<file path="config.mk">
export PLATFORM = sky130hd
export DESIGN_NAME = simd_sequencer
export DESIGN_NICKNAME = d
export VERILOG_FILES = /design/src/rtl/simd_pkg.sv /design/src/rtl/sat_counter.sv /design/src/rtl/simd_sequencer.sv
export SDC_FILE = /design/constraint.sdc
export NUM_CORES = 1
export LEC_CHECK = 0
export BUFFER_PORTS_ARGS = -buffer_cell sky130_fd_sc_hd__buf_2
export CAP_MARGIN = 20
export CELL_PAD_IN_SITES_DETAIL_PLACEMENT = 1
export CELL_PAD_IN_SITES_GLOBAL_PLACEMENT = 1
export CORE_ASPECT_RATIO = 0.6
export CORE_MARGIN = 10
export CORE_UTILIZATION = 29
export DETAILED_ROUTE_END_ITERATION = 7
export GPL_TIMING_DRIVEN = 0
export PLACE_DENSITY = 0.76
export SKIP_LAST_GASP = 1
export SLEW_MARGIN = 20
export SYNTH_ARGS = -nofsm -noshare
export SYNTH_HDL_FRONTEND = slang
export SYNTH_SLANG_ARGS = --single-unit
</file>
<file path="constraint.sdc">
create_clock -name clk -period 1.79 [get_ports clk]
set_clock_uncertainty 0.2 [all_clocks]
set_input_delay 0.0895 -clock clk [delete_from_list [all_inputs] [get_ports clk]]
set_output_delay 0.0895 -clock clk [all_outputs]
set_load 0.01 [all_outputs]
</file>
<file path="src/rtl/simd_pkg.sv">
// Shared SIMD definitions: opcode field, HALT encoding and sequencer state enum.
package simd_pkg;

  localparam int unsigned OPCODE_WIDTH = 4;

  localparam logic [OPCODE_WIDTH-1:0] OP_HALT = '1;

  typedef enum logic [1:0] {
    IDLE  = 2'd0,
    FETCH = 2'd1,
    RUN   = 2'd2,
    DRAIN = 2'd3
  } seq_state_e;

endpackage

</file>
<file path="src/rtl/sat_counter.sv">
// Saturating up-counter with synchronous clear; holds at all-ones.
module sat_counter #(
  parameter int unsigned CNT_WIDTH = 16
) (
  input  logic                 i_clk,
  input  logic                 i_rst,
  input  logic                 i_clr,
  input  logic                 i_inc,
  output logic [CNT_WIDTH-1:0] o_count
);

  logic [CNT_WIDTH-1:0] r_count;

  always_ff @(posedge i_clk) begin
    if (i_rst) begin
      r_count <= '0;
    end else if (i_clr) begin
      r_count <= '0;
    end else if (i_inc && (r_count != '1)) begin
      r_count <= r_count + CNT_WIDTH'(1);
    end
  end

  assign o_count = r_count;

endmodule

</file>
<file path="src/rtl/simd_sequencer.sv">
// SIMD program sequencer: fetch, slot-paced issue with stall, HALT drain.
// Performance counters are built only when SIMD_SEQ_PERF_EN is defined.
module simd_sequencer
  import simd_pkg::*;
#(
  parameter int unsigned INS_ADDR_WIDTH = 8,
  parameter int unsigned ISSUE_PERIOD   = 2,
  parameter int unsigned PIPE_DEPTH     = 3,
  parameter int unsigned CNT_WIDTH      = 16
) (
  input  logic                      clk,
  input  logic                      rst,
  input  logic                      start,
  input  logic [INS_ADDR_WIDTH-1:0] start_pc,
  input  logic                      stall,
  input  logic [OPCODE_WIDTH-1:0]   ins_opcode,
  output logic [INS_ADDR_WIDTH-1:0] pc,
  output logic                      ins_en,
  output logic                      issue,
  output logic                      busy,
  output logic                      done,
  output logic [CNT_WIDTH-1:0]      issued_count,
  output logic [CNT_WIDTH-1:0]      stall_count
);

  localparam int unsigned PHASE_W   = (ISSUE_PERIOD > 1) ? $clog2(ISSUE_PERIOD) : 1;
  localparam int unsigned DRAIN_CYC = PIPE_DEPTH * ISSUE_PERIOD;
  localparam int unsigned DRAIN_W   = $clog2(DRAIN_CYC + 1);

  seq_state_e                r_state;
  logic [INS_ADDR_WIDTH-1:0] r_pc;
  logic [PHASE_W-1:0]        r_phase;
  logic [DRAIN_W-1:0]        r_drain;
  logic                      r_ins_en;
  logic                      r_issue;
  logic                      r_busy;
  logic                      r_done;

  logic [PHASE_W-1:0]        w_phase_next;
  logic                      w_slot;
  logic                      w_halt;

  assign w_phase_next = (r_phase == PHASE_W'(ISSUE_PERIOD - 1)) ? '0 : r_phase + PHASE_W'(1);
  assign w_slot       = (r_state == RUN) && (r_phase == '0);
  assign w_halt       = (ins_opcode == OP_HALT);

  // HALT is checked before stall so a stalled HALT still drains.
  always_ff @(posedge clk) begin
    if (rst) begin
      r_state  <= IDLE;
      r_pc     <= '0;
      r_phase  <= '0;
      r_drain  <= '0;
      r_ins_en <= 1'b0;
      r_issue  <= 1'b0;
      r_busy   <= 1'b0;
      r_done   <= 1'b0;
    end else begin
      r_issue <= 1'b0;
      case (r_state)
        IDLE: begin
          if (start) begin
            r_state  <= FETCH;
            r_pc     <= start_pc;
            r_done   <= 1'b0;
            r_busy   <= 1'b1;
            r_ins_en <= 1'b1;
          end
        end
        FETCH: begin
          r_phase <= '0;
          r_state <= RUN;
        end
        RUN: begin
          if (r_phase == '0) begin
            if (w_halt) begin
              r_drain  <= DRAIN_W'(DRAIN_CYC);
              r_ins_en <= 1'b0;
              r_state  <= DRAIN;
            end else if (!stall) begin
              r_issue <= 1'b1;
              r_pc    <= r_pc + INS_ADDR_WIDTH'(1);
              r_phase <= w_phase_next;
            end
          end else begin
            r_phase <= w_phase_next;
          end
        end
        DRAIN: begin
          if (r_drain == DRAIN_W'(1)) begin
            r_done  <= 1'b1;
            r_busy  <= 1'b0;
            r_state <= IDLE;
          end else begin
            r_drain <= r_drain - DRAIN_W'(1);
          end
        end
        default: r_state <= IDLE;
      endcase
    end
  end

  assign pc     = r_pc;
  assign ins_en = r_ins_en;
  assign issue  = r_issue;
  assign busy   = r_busy;
  assign done   = r_done;

`ifdef SIMD_SEQ_PERF_EN
  logic w_cnt_clr;
  logic w_issue_inc;
  logic w_stall_inc;

  assign w_cnt_clr   = (r_state == IDLE) && start;
  assign w_issue_inc = w_slot && !w_halt && !stall;
  assign w_stall_inc = (r_state == RUN) && stall;

  sat_counter #(.CNT_WIDTH(CNT_WIDTH)) u_issued_cnt (
    .i_clk   (clk),
    .i_rst   (rst),
    .i_clr   (w_cnt_clr),
    .i_inc   (w_issue_inc),
    .o_count (issued_count)
  );

  sat_counter #(.CNT_WIDTH(CNT_WIDTH)) u_stall_cnt (
    .i_clk   (clk),
    .i_rst   (rst),
    .i_clr   (w_cnt_clr),
    .i_inc   (w_stall_inc),
    .o_count (stall_count)
  );
`else
  logic w_unused_slot;
  assign w_unused_slot = w_slot;
  assign issued_count  = '0;
  assign stall_count   = '0;
`endif

endmodule

</file>
# [Word level (Yosys, flattened, before mapping)]
# Cells that the tools add are included.
[word_totals] reg_bits=18
[op_classes] eq_ne=12 reduce_logical=11 n_mux=29 bitwise_logic=1 addsub=3
[op_table] op="$mux W8" count=4
[op_table] op="$pmux W8 S2" count=1
[op_table] op="$ne A2 B2 Y1 const B" count=7
[op_table] op="$reduce_and A4 Y1" count=3
[op_table] op="$mux W1" count=11
[op_table] op="$mux W3" count=3
[op_table] op="$add A8 B1 Y8 const B" count=1
[op_table] op="$mux W2" count=4
[op_table] op="$pmux W1 S2" count=4
[op_table] op="$pmux W2 S4" count=1
[op_table] op="$reduce_bool A2 Y1" count=4
[op_table] op="$pmux W3 S2" count=1
[op_table] op="$reduce_and A5 Y1" count=1
[op_table] op="$eq A2 B2 Y1 const B" count=2
[op_table] op="$eq A4 B4 Y1 const B" count=1
[op_table] op="$reduce_or A4 Y1" count=1
[op_table] op="$eq A3 B1 Y1 const B" count=1
[op_table] op="$reduce_and A3 Y1" count=1
[op_table] op="$sub A3 B1 Y3 const B" count=1
[op_table] op="$eq A2 B1 Y1 const B" count=1
[op_table] op="$logic_not A2 Y1" count=1
[op_table] op="$add A1 B1 Y1 const B" count=1
[op_table] op="$not A1 Y1" count=1

# [Logic depth before layout (Yosys ltp)]
[logic_depth] word_depth=6 depth_mapped=7

# [Worst setup path before layout]
# Ideal clock, no wire load.
[synth_timing] kind="register -> register" startpoint="reg r_state[0]" endpoint="reg r_pc[0] (netlist: pc[0])" path_stages_with_launch=8 setup_time_ps=132 arrival_time_ps=1585 path_slack_ps=-127 synth_period_minus_slack_ps=1917 required_time_ps=1458 cell_sequence="dfxtp_1 -> inv_1 -> ha_1 -> buf_2 -> and4_1 -> a221oi_4 -> mux2i_1 -> a21oi_1"
[synth_via] elab_chain_cells=3 word_cells_on_any_way=9
[synth_rtl] item="from (decl)" line_no="simd_sequencer.sv:30" text="seq_state_e r_state;"
[synth_rtl] item="from (signal assigned)" line_no="simd_sequencer.sv:50" text="r_state <= IDLE;"
[synth_rtl] item="from (signal assigned)" line_no="simd_sequencer.sv:63" text="r_state <= FETCH;"
[synth_rtl] item="from (signal assigned)" line_no="simd_sequencer.sv:72" text="r_state <= RUN;"
[synth_rtl] item="$eq A2 B2 Y1 / $logic_not A2 Y1 (equally long branches)" line_no="simd_sequencer.sv:60" text="case (r_state)"
[synth_rtl] item="$ne A2 B2 Y1 (no source line) / $reduce_bool A2 Y1 (equally long branches)"
[synth_rtl] item="$reduce_and A5 Y1 (no source line)"
[synth_rtl] item="to (signal assigned)" line_no="simd_sequencer.sv:64" text="r_pc <= start_pc;"
[synth_rtl] item="to (signal assigned)" line_no="simd_sequencer.sv:82" text="r_pc <= r_pc + INS_ADDR_WIDTH'(1);"
[synth_rtl] item="to (decl)" line_no="simd_sequencer.sv:31" text="logic [INS_ADDR_WIDTH-1:0] r_pc;"
# Parallel ways exist; a longest one is shown, timed or not.
# A chain may end at the register's enable or synchronous reset.

# [Final worst setup path]
[layout_timing] startpoint="reg r_state[1]" endpoint="reg r_state[1]"
[layout_via] elab_chain_cells=3 word_cells_on_any_way=10
[layout_rtl] item="$eq A2 B2 Y1 / $logic_not A2 Y1 (equally long branches)" line_no="simd_sequencer.sv:60"
[layout_rtl] item="$ne A2 B2 Y1 (no source line)"
[layout_rtl] item="$reduce_and A4 Y1 (no source line)"
# Parallel ways exist; a longest one is shown, timed or not.

==> flow_summary.json <==
{
  "start_util_pct": 31.0,
  "cts_tree": "built",
  "hold_violations": 0,
  "seq_power_share_pct": 27.4,
  "dp_hpwl_um": 3360,
  "grt_pass1_vias": 1423,
  "ir_worst_vdd_uv": 539,
  "async_reset_ff_share_pct": 0,
  "syn_to_final_growth_pct": 47.6,
  "synthCells": 162,
  "totalPowerFinal_uw": 2410,
  "synth_compound_area_share_pct": 22.0,
  "slew_violations": 0,
  "final_nets": 265,
  "clk_path_buf_depth": 2,
  "fin_area_um2": 1950,
  "synth_seq_cells": 18,
  "ys_seq_area_share_pct": 27.3,
  "power.density_nw_per_um2": 1240,
  "crit_slowest_cell": "dfxtp_4",
  "worst_setup_path_start_kind": "register",
  "p_int_uw": 1410,
  "hold_path_class": "input pin to register",
  "violations": "negative setup slack",
  "placed_cell_area_um2": 1670,
  "combPwrFrac_pct": 58.4,
  "finalSetupViolations": 2,
  "synth-simple-area-share_pct": 18.2,
  "clkTransAtPathRegs_ns": 0.07,
  "synth_most_common_cell": "buf_4",
  "max_slew.worst_pin.slew_ns": 0.685,
  "core_um2": 4260,
  "post-route-period-util_pct": 101,
  "yosysTopAreaCellShare_pct": 27.3,
  "overflow": 0,
  "p_switching_uw": 1000,
  "cp-end-kind": "register",
  "grt_start_max_net_pins": 11,
  "synth.largest_area_cell": "dfxtp_1",
  "p_sw_share_pct": 41.6,
  "p_leak_uw": 0.000938,
  "min_from": "stall",
  "track_usage_pct": 10.9,
  "yosys_warnings": 0,
  "worstSetupStartpoint": "r_state[1]",
  "synth_area_per_cell_um2": 8.15,
  "io-pin-count": 60,
  "finalWeightedCongestion": 0.832,
  "antenna_cells": 0,
  "wirelength_um": 4360,
  "crit_type": "register to register",
  "cp_top_family": "compound AO/OA/AOI/OAI gates",
  "cap_violations": 0,
  "rsz0062_at_grt": "yes",
  "worstPathArrival_ns": 1.75,
  "synth_ff_type": "dfxtp_1",
  "drtPass1Iterations": 5,
  "synth_cell_types": 40,
  "cts.htree.levels": 1,
  "die_x_um": 107,
  "status": "complete, but fails checks",
  "cts_made_buffers": 3,
  "first_iter_violations": 76,
  "rr_startpoint": "r_state[1]",
  "rows": 18,
  "viasPerCell": 4.49,
  "maxSlewHeadroom_pct": 54.0,
  "clockRootBuffer": "clkbuf_8",
  "required_ns": 1.74,
  "dieArea_um2": 7740,
  "synth_edf_count": 0,
  "fin_ws_ns": -0.0101,
  "die_y_um": 72.3,
  "synth_top_family_by_area": "buffers and inverters",
  "antenna_found_initial": 0,
  "p_clk_share_pct": 14.2,
  "synthAdderAreaFrac_pct": 6.64,
  "synth.area.top_cells": "dfxtp_1 27%, buf_4 18%, ha_1 6.6%",
  "fmax_mhz": 556,
  "vias": 1351,
  "wl_per_cell_um": 14.5,
  "grt_pass1_wl_um": 7070,
  "drtAntennaViolNets": 0,
  "portBuffers": 26,
  "route.detailed.drc": 0,
  "slowest_delay_ns": 0.38,
  "muxShareOfSynthArea_pct": 3.03,
  "worst_skew_pair.late_latency_ns": 0.26,
  "synth_area_um2": 1320,
  "min_period_ns": 1.80,
  "yosys-top-cells-count": "32 x buf_4, 18 x dfxtp_1, 12 x a21oi_1, 12 x nand2_1, 9 x nor2_1",
  "yosys.area_share.xor_xnor_pct": 0,
  "drive_gt1_share_pct": 38.6,
  "path_buf_inv": 2,
  "worstPathCellList": "inv_4 > ha_4 > buf_4 > nor2b_1 > a21oi_2 > a211oi_1 > a41o_1",
  "clock_sinks": 18,
  "path_max_fanout": 7
}
## per-layer routing
layer / global-route usage, % / vias up / part of all wire [%] / wire, µm
met1: 13.4 / 636 / 46 / 2010
met2: 18.4 / 32 / 48 / 2100
li1: - / 683 / - / -
met4: 1.49 / 0 / 0 / 0
met5: 0 / - / 0 / 0
met3: 3.88 / 0 / 5.6 / 246
## worst paths after layout
kind           endpoint  slack [ns]  depth (start not counted)
max          r_state[1]       -0.01                          7
min               issue        0.05                          4
max reg2reg  r_state[1]       -0.01                          7
min reg2reg      ins_en        0.30                          2
## worst register-to-register path, cell delays in order, from the launching register on
cell      delay, ns
dfxtp_4        0.38
inv_4          0.05
ha_4           0.17
buf_4          0.13
nor2b_1        0.13
a21oi_2        0.26
a211oi_1       0.12
a41o_1         0.24
## state kept, by name, indices dropped and copies added (netlist names)
signal   cells
ins_en       1
busy         1
done         1
issue        1
r_drain      3
r_phase      1
r_state      2
pc           8
## power groups by stage
stage | Clock (µW) | Sequential, µW | Combinational, µW
2_1_floorplan | 0 | 668 | 727
3_3_place_gp | 0 | 654 | 1020
3_5_place_dp | 0 | 656 | 1040
4_1_cts | 350 | 657 | 1310
5_1_grt | 363 | 685 | 1550
6_report | 342 | 661 | 1410
## timing repair
item                       4_1_cts  5_1_grt
setup endpoints to repair       13       13
buffers inserted                 8        3
hold endpoints to repair         8        0
pin swaps                        3        3
hold buffers                     8        0
gates resized for setup         13        5
## cells by family (layout without fill, tap and decap cells)
kind of cell	after synthesis	count (layout)
fa+ha+maj	7	7
flops	18	18
simple gates	47	47
buf+inv	45	93
other cells	1	32
compound gates	40	40
mux	4	4
## through the flow
| step | hold slack, ns | utilization [%] | worst slack (ns) | cells | TNS [ns] |
|---|---|---|---|---|---|
| global route | 0.0769 | 45.8 | -0.0974 | 301 | -0.566 |
| floorplan | 0.0571 | - | -0.0164 | 193 | -0.0380 |
| global placement | 0.169 | 39.3 | -0.332 | 279 | -1.66 |
| CTS | 0.0462 | 44.6 | 0.00208 | 298 | 0 |
| detailed placement | 0.171 | 39.3 | -0.345 | 279 | -2.03 |
| finish | 0.0463 | 45.8 | -0.0101 | 301 | -0.0135 |
## layout by cell type, fill, tap and decap left out, drive strengths merged, types with 6 or more instances in the layout
cell	synthesis	final
nand2	12	12
o21ai	6	6
a21oi	12	12
inv	7	7
a211oi	6	6
nand3	6	6
nor2	9	9
conb	1	32
ha	7	7
buf	35	71
dfxtp	18	18
dlygate4sd3	0	8
clkbuf	2	6
## area by class of cell
class	count	area, µm²
plain buffers	36	264
fillers	527	2310
repair buffers	45	300
inverters	8	36.3
clock buffers	4	55.1
well taps	60	75.1
multi-input cells	130	852
flip-flops and latches	18	365
No activity file was read; power rests on OpenSTA's default activity.
